[src/rtl/sram_bridge.sv]
// Byte-wide asynchronous SRAM bridge: one timed access per request within a
// start/finish transaction, with the address auto-incrementing after each access.
module sram_bridge #(
  parameter int ADDR_W    = 19,
  parameter int SETUP_CYC = 1,
  parameter int PULSE_CYC = 2,
  parameter int HOLD_CYC  = 1
) (
  input  logic              clk,
  input  logic              rst,
  input  logic              start,
  input  logic [23:0]       start_addr,
  input  logic              is_write,
  input  logic [7:0]        wr_data,
  input  logic              wr_strobe,
  input  logic              rd_req,
  input  logic              finish,
  output logic [7:0]        rd_data,
  output logic              rd_valid,
  output logic              busy,
  output logic              err,
  output logic [ADDR_W-1:0] sram_addr,
  output logic [7:0]        sram_dq_out,
  output logic              sram_dq_oe,
  input  logic [7:0]        sram_dq_in,
  output logic              sram_ce_n,
  output logic              sram_oe_n,
  output logic              sram_we_n
);

  typedef enum logic [2:0] {S_IDLE, S_READY, S_SETUP, S_PULSE, S_HOLD} state_t;

  localparam logic [3:0] SETUP_LD = 4'(SETUP_CYC - 1);
  localparam logic [3:0] PULSE_LD = 4'(PULSE_CYC - 1);
  localparam logic [3:0] HOLD_LD  = 4'(HOLD_CYC - 1);

  state_t              r_state;
  logic [3:0]          r_cnt;
  logic [ADDR_W-1:0]   r_addr;
  logic                r_is_write;
  logic                r_fin_pend;
  logic                r_err;
  logic                r_busy;
  logic [7:0]          r_rd_data;
  logic                r_rd_valid;
  logic                r_ce_n;
  logic                r_oe_n;
  logic                r_we_n;
  logic [7:0]          r_dq_out;
  logic                r_dq_oe;

  logic w_req;
  logic w_bad_type;
  logic w_in_access;
  logic w_unused;

  // A request of the wrong kind for the open transaction is dropped and flagged.
  assign w_req       = r_is_write ? wr_strobe : rd_req;
  assign w_bad_type  = r_is_write ? rd_req    : wr_strobe;
  assign w_in_access = (r_state == S_SETUP) || (r_state == S_PULSE) || (r_state == S_HOLD);
  assign w_unused    = ^start_addr[23:ADDR_W];

  // NOTE: all state uses non-blocking assignments so every register samples
  // pre-edge values; later assignments in this block deliberately override earlier ones.
  always_ff @(posedge clk) begin
    if (rst) begin
      r_state    <= S_IDLE;
      r_cnt      <= '0;
      r_addr     <= '0;
      r_is_write <= 1'b0;
      r_fin_pend <= 1'b0;
      r_err      <= 1'b0;
      r_busy     <= 1'b0;
      r_rd_data  <= 8'h00;
      r_rd_valid <= 1'b0;
      r_ce_n     <= 1'b1;
      r_oe_n     <= 1'b1;
      r_we_n     <= 1'b1;
      r_dq_out   <= 8'h00;
      r_dq_oe    <= 1'b0;
    end else begin
      r_rd_valid <= 1'b0;
      if (w_in_access) begin
        if (rd_req || wr_strobe) r_err <= 1'b1;
        if (finish)              r_fin_pend <= 1'b1;
      end
      case (r_state)
        S_IDLE: begin
          if (start) begin
            r_addr     <= start_addr[ADDR_W-1:0];
            r_is_write <= is_write;
            r_err      <= 1'b0;
            r_busy     <= 1'b1;
            r_fin_pend <= 1'b0;
            r_state    <= S_READY;
          end
        end
        S_READY: begin
          if (w_bad_type) r_err <= 1'b1;
          if (w_req) begin
            r_ce_n     <= 1'b0;
            r_oe_n     <= r_is_write;
            r_dq_oe    <= r_is_write;
            if (r_is_write) r_dq_out <= wr_data;
            r_cnt      <= SETUP_LD;
            r_fin_pend <= finish;
            r_state    <= S_SETUP;
          end else if (finish) begin
            r_busy  <= 1'b0;
            r_state <= S_IDLE;
          end
        end
        S_SETUP: begin
          if (r_cnt == 4'd0) begin
            r_we_n  <= ~r_is_write;
            r_cnt   <= PULSE_LD;
            r_state <= S_PULSE;
          end else begin
            r_cnt <= r_cnt - 4'd1;
          end
        end
        S_PULSE: begin
          if (r_cnt == 4'd0) begin
            r_we_n  <= 1'b1;
            r_oe_n  <= 1'b1;
            if (!r_is_write) r_rd_data <= sram_dq_in;
            r_cnt   <= HOLD_LD;
            r_state <= S_HOLD;
          end else begin
            r_cnt <= r_cnt - 4'd1;
          end
        end
        S_HOLD: begin
          if (r_cnt == 4'd0) begin
            r_ce_n     <= 1'b1;
            r_dq_oe    <= 1'b0;
            r_addr     <= r_addr + 1'b1;
            r_rd_valid <= ~r_is_write;
            r_fin_pend <= 1'b0;
            // A finish seen at any point during the access closes it here.
            if (r_fin_pend || finish) begin
              r_busy  <= 1'b0;
              r_state <= S_IDLE;
            end else begin
              r_state <= S_READY;
            end
          end else begin
            r_cnt <= r_cnt - 4'd1;
          end
        end
        default: r_state <= S_IDLE;
      endcase
    end
  end

  assign rd_data     = r_rd_data;
  assign rd_valid    = r_rd_valid;
  assign busy        = r_busy;
  assign err         = r_err;
  assign sram_addr   = r_addr;
  assign sram_dq_out = r_dq_out;
  assign sram_dq_oe  = r_dq_oe;
  assign sram_ce_n   = r_ce_n;
  assign sram_oe_n   = r_oe_n;
  assign sram_we_n   = r_we_n;

endmodule

[config.mk]
export PLATFORM = sky130hd
export DESIGN_NAME = sram_bridge
export DESIGN_NICKNAME = d
export VERILOG_FILES = /design/src/rtl/sram_bridge.sv
export SDC_FILE = /design/constraint.sdc
export NUM_CORES = 1
export LEC_CHECK = 0
export BUFFER_PORTS_ARGS = -buffer_cell sky130_fd_sc_hd__buf_2
export CAP_MARGIN = 25
export CORE_AREA = 2 2 77 79
export CTS_BUF_LIST = sky130_fd_sc_hd__clkbuf_4
export CTS_CLUSTER_DIAMETER = 30
export DETAILED_ROUTE_END_ITERATION = 6
export DIE_AREA = 0 0 79 81
export GPL_TIMING_DRIVEN = 0
export PLACE_DENSITY = 0.78
export SYNTH_ARGS = -nofsm -noshare
export SYNTH_HDL_FRONTEND = slang
export SYNTH_SLANG_ARGS = --single-unit
export TNS_END_PERCENT = 30
[constraint.sdc]
create_clock -name clk -period 5.8 [get_ports clk]
set_clock_uncertainty 0.1 [all_clocks]
set_input_delay 0.58 -clock clk [delete_from_list [all_inputs] [get_ports clk]]
set_output_delay 0.58 -clock clk [all_outputs]
set_load 0.005 [all_outputs]
==> metrics.json <==
{
  "outcome": {"value": "complete, no violations"},
  "power_density": {"value": 257, "unit": "nW/um2"},
  "layout.cell_area.non_filler": {"value": 3340, "unit": "um2"},
  "ctsResizeCount": {"value": 0},
  "post-dp-hpwl": {"value": 5400, "unit": "um"},
  "area_added_between_synthesis_and_finish": {"value": 22.3, "unit": "%"},
  "critical_path.slowest_cell": {"value": "sky130_fd_sc_hd__dfxtp_1"},
  "max_slew.worst_pin.slew": {"value": 668, "unit": "ps"},
  "clock.fmax": {"value": 447, "unit": "MHz"},
  "total_power": {"value": 0.000856, "unit": "W"},
  "p_int": {"value": 0.000596, "unit": "W"},
  "seq_area_frac_synth": {"value": 37.4, "unit": "%"},
  "postCtsSetupBuffers": {"value": 0},
  "drt_via_density": {"value": 5.66},
  "cts.root.buffer_cell": {"value": "sky130_fd_sc_hd__clkbuf_4"},
  "clk_latency": {"value": 370, "unit": "ps"},
  "combPwrFrac": {"value": 22.8, "unit": "%"},
  "total_switching_power": {"value": 0.000261, "unit": "W"},
  "postSynthCellCount": {"value": 341},
  "timing.critical_path.slowest_cell_delay": {"value": 360, "unit": "ps"},
  "tritoncts": {"value": "yes"},
  "core_area": {"value": 5680, "unit": "um2"},
  "ys_async_sr_fraction": {"value": 0, "unit": "%"},
  "critPathMostFrequentCell": {"value": "sky130_fd_sc_hd__buf_2"},
  "cts-htree-levels": {"value": 2},
  "syn_nets": {"value": 390},
  "numClockSinks": {"value": 51},
  "worst_setup_path_start_kind": {"value": "flip-flop"},
  "placement.setup.worst_slack": {"value": 3610, "unit": "ps"},
  "finalWorstSetupSlack": {"value": 3560, "unit": "ps"},
  "via_count": {"value": 2865},
  "antenna_found_initial": {"value": 0},
  "share_seq_of_total_power": {"value": 47.1, "unit": "%"},
  "min_period_over_period": {"value": 38.6, "unit": "%"},
  "die_h": {"value": 81, "unit": "um"},
  "core.rowCount": {"value": 28},
  "grt_util_all_layers": {"value": 23.1, "unit": "%"},
  "final_max_slew_viol_count": {"value": 0},
  "timing.hold.worst.class": {"value": "in -> reg"},
  "post_route_cells_drive_above_1_share": {"value": 26.9, "unit": "%"},
  "clock_transition_at_path_regs": {"value": 150, "unit": "ps"},
  "port-buffer-count": {"value": 82},
  "routedWlPerCell": {"value": 14.7, "unit": "um"},
  "synth_edf_count": {"value": 0},
  "yosysWarningCount": {"value": 0},
  "synthFlopType": {"value": "sky130_fd_sc_hd__dfxtp_1"},
  "finalNetCount": {"value": 479},
  "syn-cell-area": {"value": 2730, "unit": "um2"},
  "synth.distinct_cells": {"value": 58},
  "path_max_fanout": {"value": 10},
  "finalSetupViolCount": {"value": 0},
  "die_width": {"value": 79, "unit": "um"},
  "clock_path_buffers": {"value": 2},
  "worst_setup_path_end_kind": {"value": "flip-flop"},
  "rsz_0062_raised_after_global_routing": {"value": "false"},
  "clock_power_share": {"value": 30.1, "unit": "%"},
  "wirelength": {"value": 7450, "unit": "um"},
  "die-area": {"value": 6400, "unit": "um2"},
  "synth-seq-cells": {"value": 51},
  "antenna-diode-count": {"value": 0},
  "grt_pass1_wl": {"value": 11800, "unit": "um"},
  "pin_count_of_the_biggest_net_entering_global_routing": {"value": 16},
  "static-leakage-power": {"value": 1.42, "unit": "nW"},
  "drt_drc_violations_left": {"value": 0},
  "fillers": {"value": 540},
  "initial_core_util": {"value": 48.0, "unit": "%"},
  "crit_type": {"value": "reg -> reg"},
  "grt_pass1_vias": {"value": 2396},
  "worstPathCellList": {"value": "inv_1 -> ha_1 -> or3b_1 -> buf_2 -> nor2_4 -> nor2_1 -> buf_2 -> a211oi_1 -> nor3_1"},
  "number_of_buffers_created_by_cts": {"value": 5},
  "max-vdd-ir-drop": {"value": 0.000134, "unit": "V"},
  "relSlewSlack": {"value": 55.3, "unit": "%"},
  "worstPathRequired": {"value": 5960, "unit": "ps"},
  "maxCapViolations": {"value": 0},
  "postPlaceCellArea": {"value": 3230, "unit": "um2"},
  "drt-initial-drc-count": {"value": 249},
  "finalHoldViolations": {"value": 0},
  "design.portCount": {"value": 89},
  "timing.critical_path.arrival": {"value": 2390, "unit": "ps"},
  "drt_pre_antenna_iters": {"value": 4},
  "post_synth.cell_area_avg": {"value": 8.00, "unit": "um2"},
  "gr-total-overflow": {"value": 0},
  "timing.setup.tns": {"value": 0, "unit": "ps"},
  "final_period_minus_worst_setup_slack": {"value": 2240, "unit": "ps"},
  "swShare": {"value": 30.4, "unit": "%"},
  "detail-route-antenna-nets": {"value": 0},
  "cts_hold_buffers": {"value": 0},
  "globalplace.congestion": {"value": 0.876}
}
cells by family (layout without fill, tap and decap cells):
group | after synthesis | in the layout | synth area share, %
compound gates | 95 | 95 | 22.4
xor+xnor | 2 | 2 | 0.643
fa+ha+maj | 2 | 2 | 0.918
buf+inv | 29 | 119 | 5.37
flops | 51 | 51 | 37.4
mux | 13 | 13 | 4.77
simple gates | 149 | 149 | 28.5
layout by cell type, fill, tap and decap left out, types with 5 or more instances in the layout:
cell type                   n
sky130_fd_sc_hd__clkbuf_1  11
sky130_fd_sc_hd__dfxtp_1   51
sky130_fd_sc_hd__mux2i_1   13
sky130_fd_sc_hd__nor2_1    36
sky130_fd_sc_hd__a211oi_1   6
sky130_fd_sc_hd__and3_1     6
sky130_fd_sc_hd__a31oi_1    5
sky130_fd_sc_hd__nand3_1   14
sky130_fd_sc_hd__nor3_1    11
sky130_fd_sc_hd__nand2_1   46
sky130_fd_sc_hd__inv_1      7
sky130_fd_sc_hd__buf_2     87
sky130_fd_sc_hd__clkbuf_4   6
sky130_fd_sc_hd__a21oi_1   36
sky130_fd_sc_hd__o21ai_0   20
sky130_fd_sc_hd__nand4_1    5
metrics by stage:
step                cells  utilization, %  hold WS (ps)
floorplan             341               -           350
finish                506            58.8           324
detailed placement    498            56.9           344
global placement      498            56.9           339
CTS                   506            58.8           316
global route          506            58.8           316
critical path: cells and delay by family, from the launching register on:
kind	cells	cell delay (ps)
and+or+nand+nor	4	680
buffers and inverters	3	530
DFF	1	360
AOI/OAI and AO/OA	1	240
adders and majority gates	1	200
power by group through the flow:
| stage | Sequential (W) | Combinational, W | Clock (W) |
|---|---|---|---|
| after floorplan | 0.000407 | 0.000130 | 0 |
| after global placement | 0.000409 | 0.000188 | 0 |
| after detailed placement | 0.000410 | 0.000193 | 0 |
| after CTS | 0.000403 | 0.000195 | 0.000261 |
| after global routing | 0.000407 | 0.000219 | 0.000271 |
| final | 0.000403 | 0.000195 | 0.000258 |
per-layer routing:
metal,part of all wire [%],track usage [%],vias to the layer above
met5,0,0,-
met4,1.3,6.55,0
met3,7.2,3.78,12
met2,46,37.4,108
met1,45,32.0,1330
li1,-,-,1415
synth_stat cells, types with 3 or more instances:
cell type / count / area [um2]
sky130_fd_sc_hd__o21ai_0: 20 / 100
sky130_fd_sc_hd__a22o_1: 3 / 26.3
sky130_fd_sc_hd__inv_1: 7 / 26.3
sky130_fd_sc_hd__and3_1: 6 / 37.5
sky130_fd_sc_hd__or3_1: 3 / 18.8
sky130_fd_sc_hd__clkbuf_1: 11 / 41.3
sky130_fd_sc_hd__a31oi_1: 5 / 31.3
sky130_fd_sc_hd__a21oi_1: 36 / 180
sky130_fd_sc_hd__nand4b_1: 3 / 26.3
sky130_fd_sc_hd__a211oi_1: 6 / 45.0
sky130_fd_sc_hd__nand2_1: 46 / 173
sky130_fd_sc_hd__o211ai_1: 3 / 22.5
sky130_fd_sc_hd__nand4_1: 5 / 31.3
sky130_fd_sc_hd__nor2_1: 36 / 135
sky130_fd_sc_hd__nor3_1: 11 / 55.1
sky130_fd_sc_hd__dfxtp_1: 51 / 1020
sky130_fd_sc_hd__a22oi_1: 4 / 30.0
sky130_fd_sc_hd__nand3_1: 14 / 70.1
sky130_fd_sc_hd__buf_2: 5 / 25.0
sky130_fd_sc_hd__mux2i_1: 13 / 130
sky130_fd_sc_hd__buf_6: 4 / 45.0
sequential cells by signal, indices dropped and copies added (netlist names):
| name | flops |
|---|---|
| sram_we_n | 1 |
| rd_data | 8 |
| busy | 1 |
| r_state | 3 |
| sram_dq_oe | 1 |
| sram_dq_out | 8 |
| sram_addr | 19 |
| sram_oe_n | 1 |
| rd_valid | 1 |
| r_cnt | 4 |
| r_is_write | 1 |
| sram_ce_n | 1 |
| r_fin_pend | 1 |
| err | 1 |
path summary, 6_finish.rpt:
path / start / to / slack [ps] / depth (start not counted)
setup reg to reg: r_cnt[0] / sram_addr[6] / 3560 / 9
hold / removal: wr_data[7] / sram_dq_out[7] / 320 / 3
setup / recovery: r_cnt[0] / sram_addr[6] / 3560 / 9
hold reg to reg: sram_dq_out[7] / sram_dq_out[7] / 360 / 2
cell type report:
type	count	area [um2]	area share (%)
Tap cell	75	93.8	2.81
Buffer	22	120	3.60
Multi-Input combinational cell	261	1560	46.7
Sequential cell	51	1020	30.6
Clock buffer	6	45.0	1.35
Clock inverter	2	60.1	1.80
Timing Repair Buffer	82	410	12.3
Inverter	7	26.3	0.788
No activity file was read; power rests on OpenSTA's default activity.
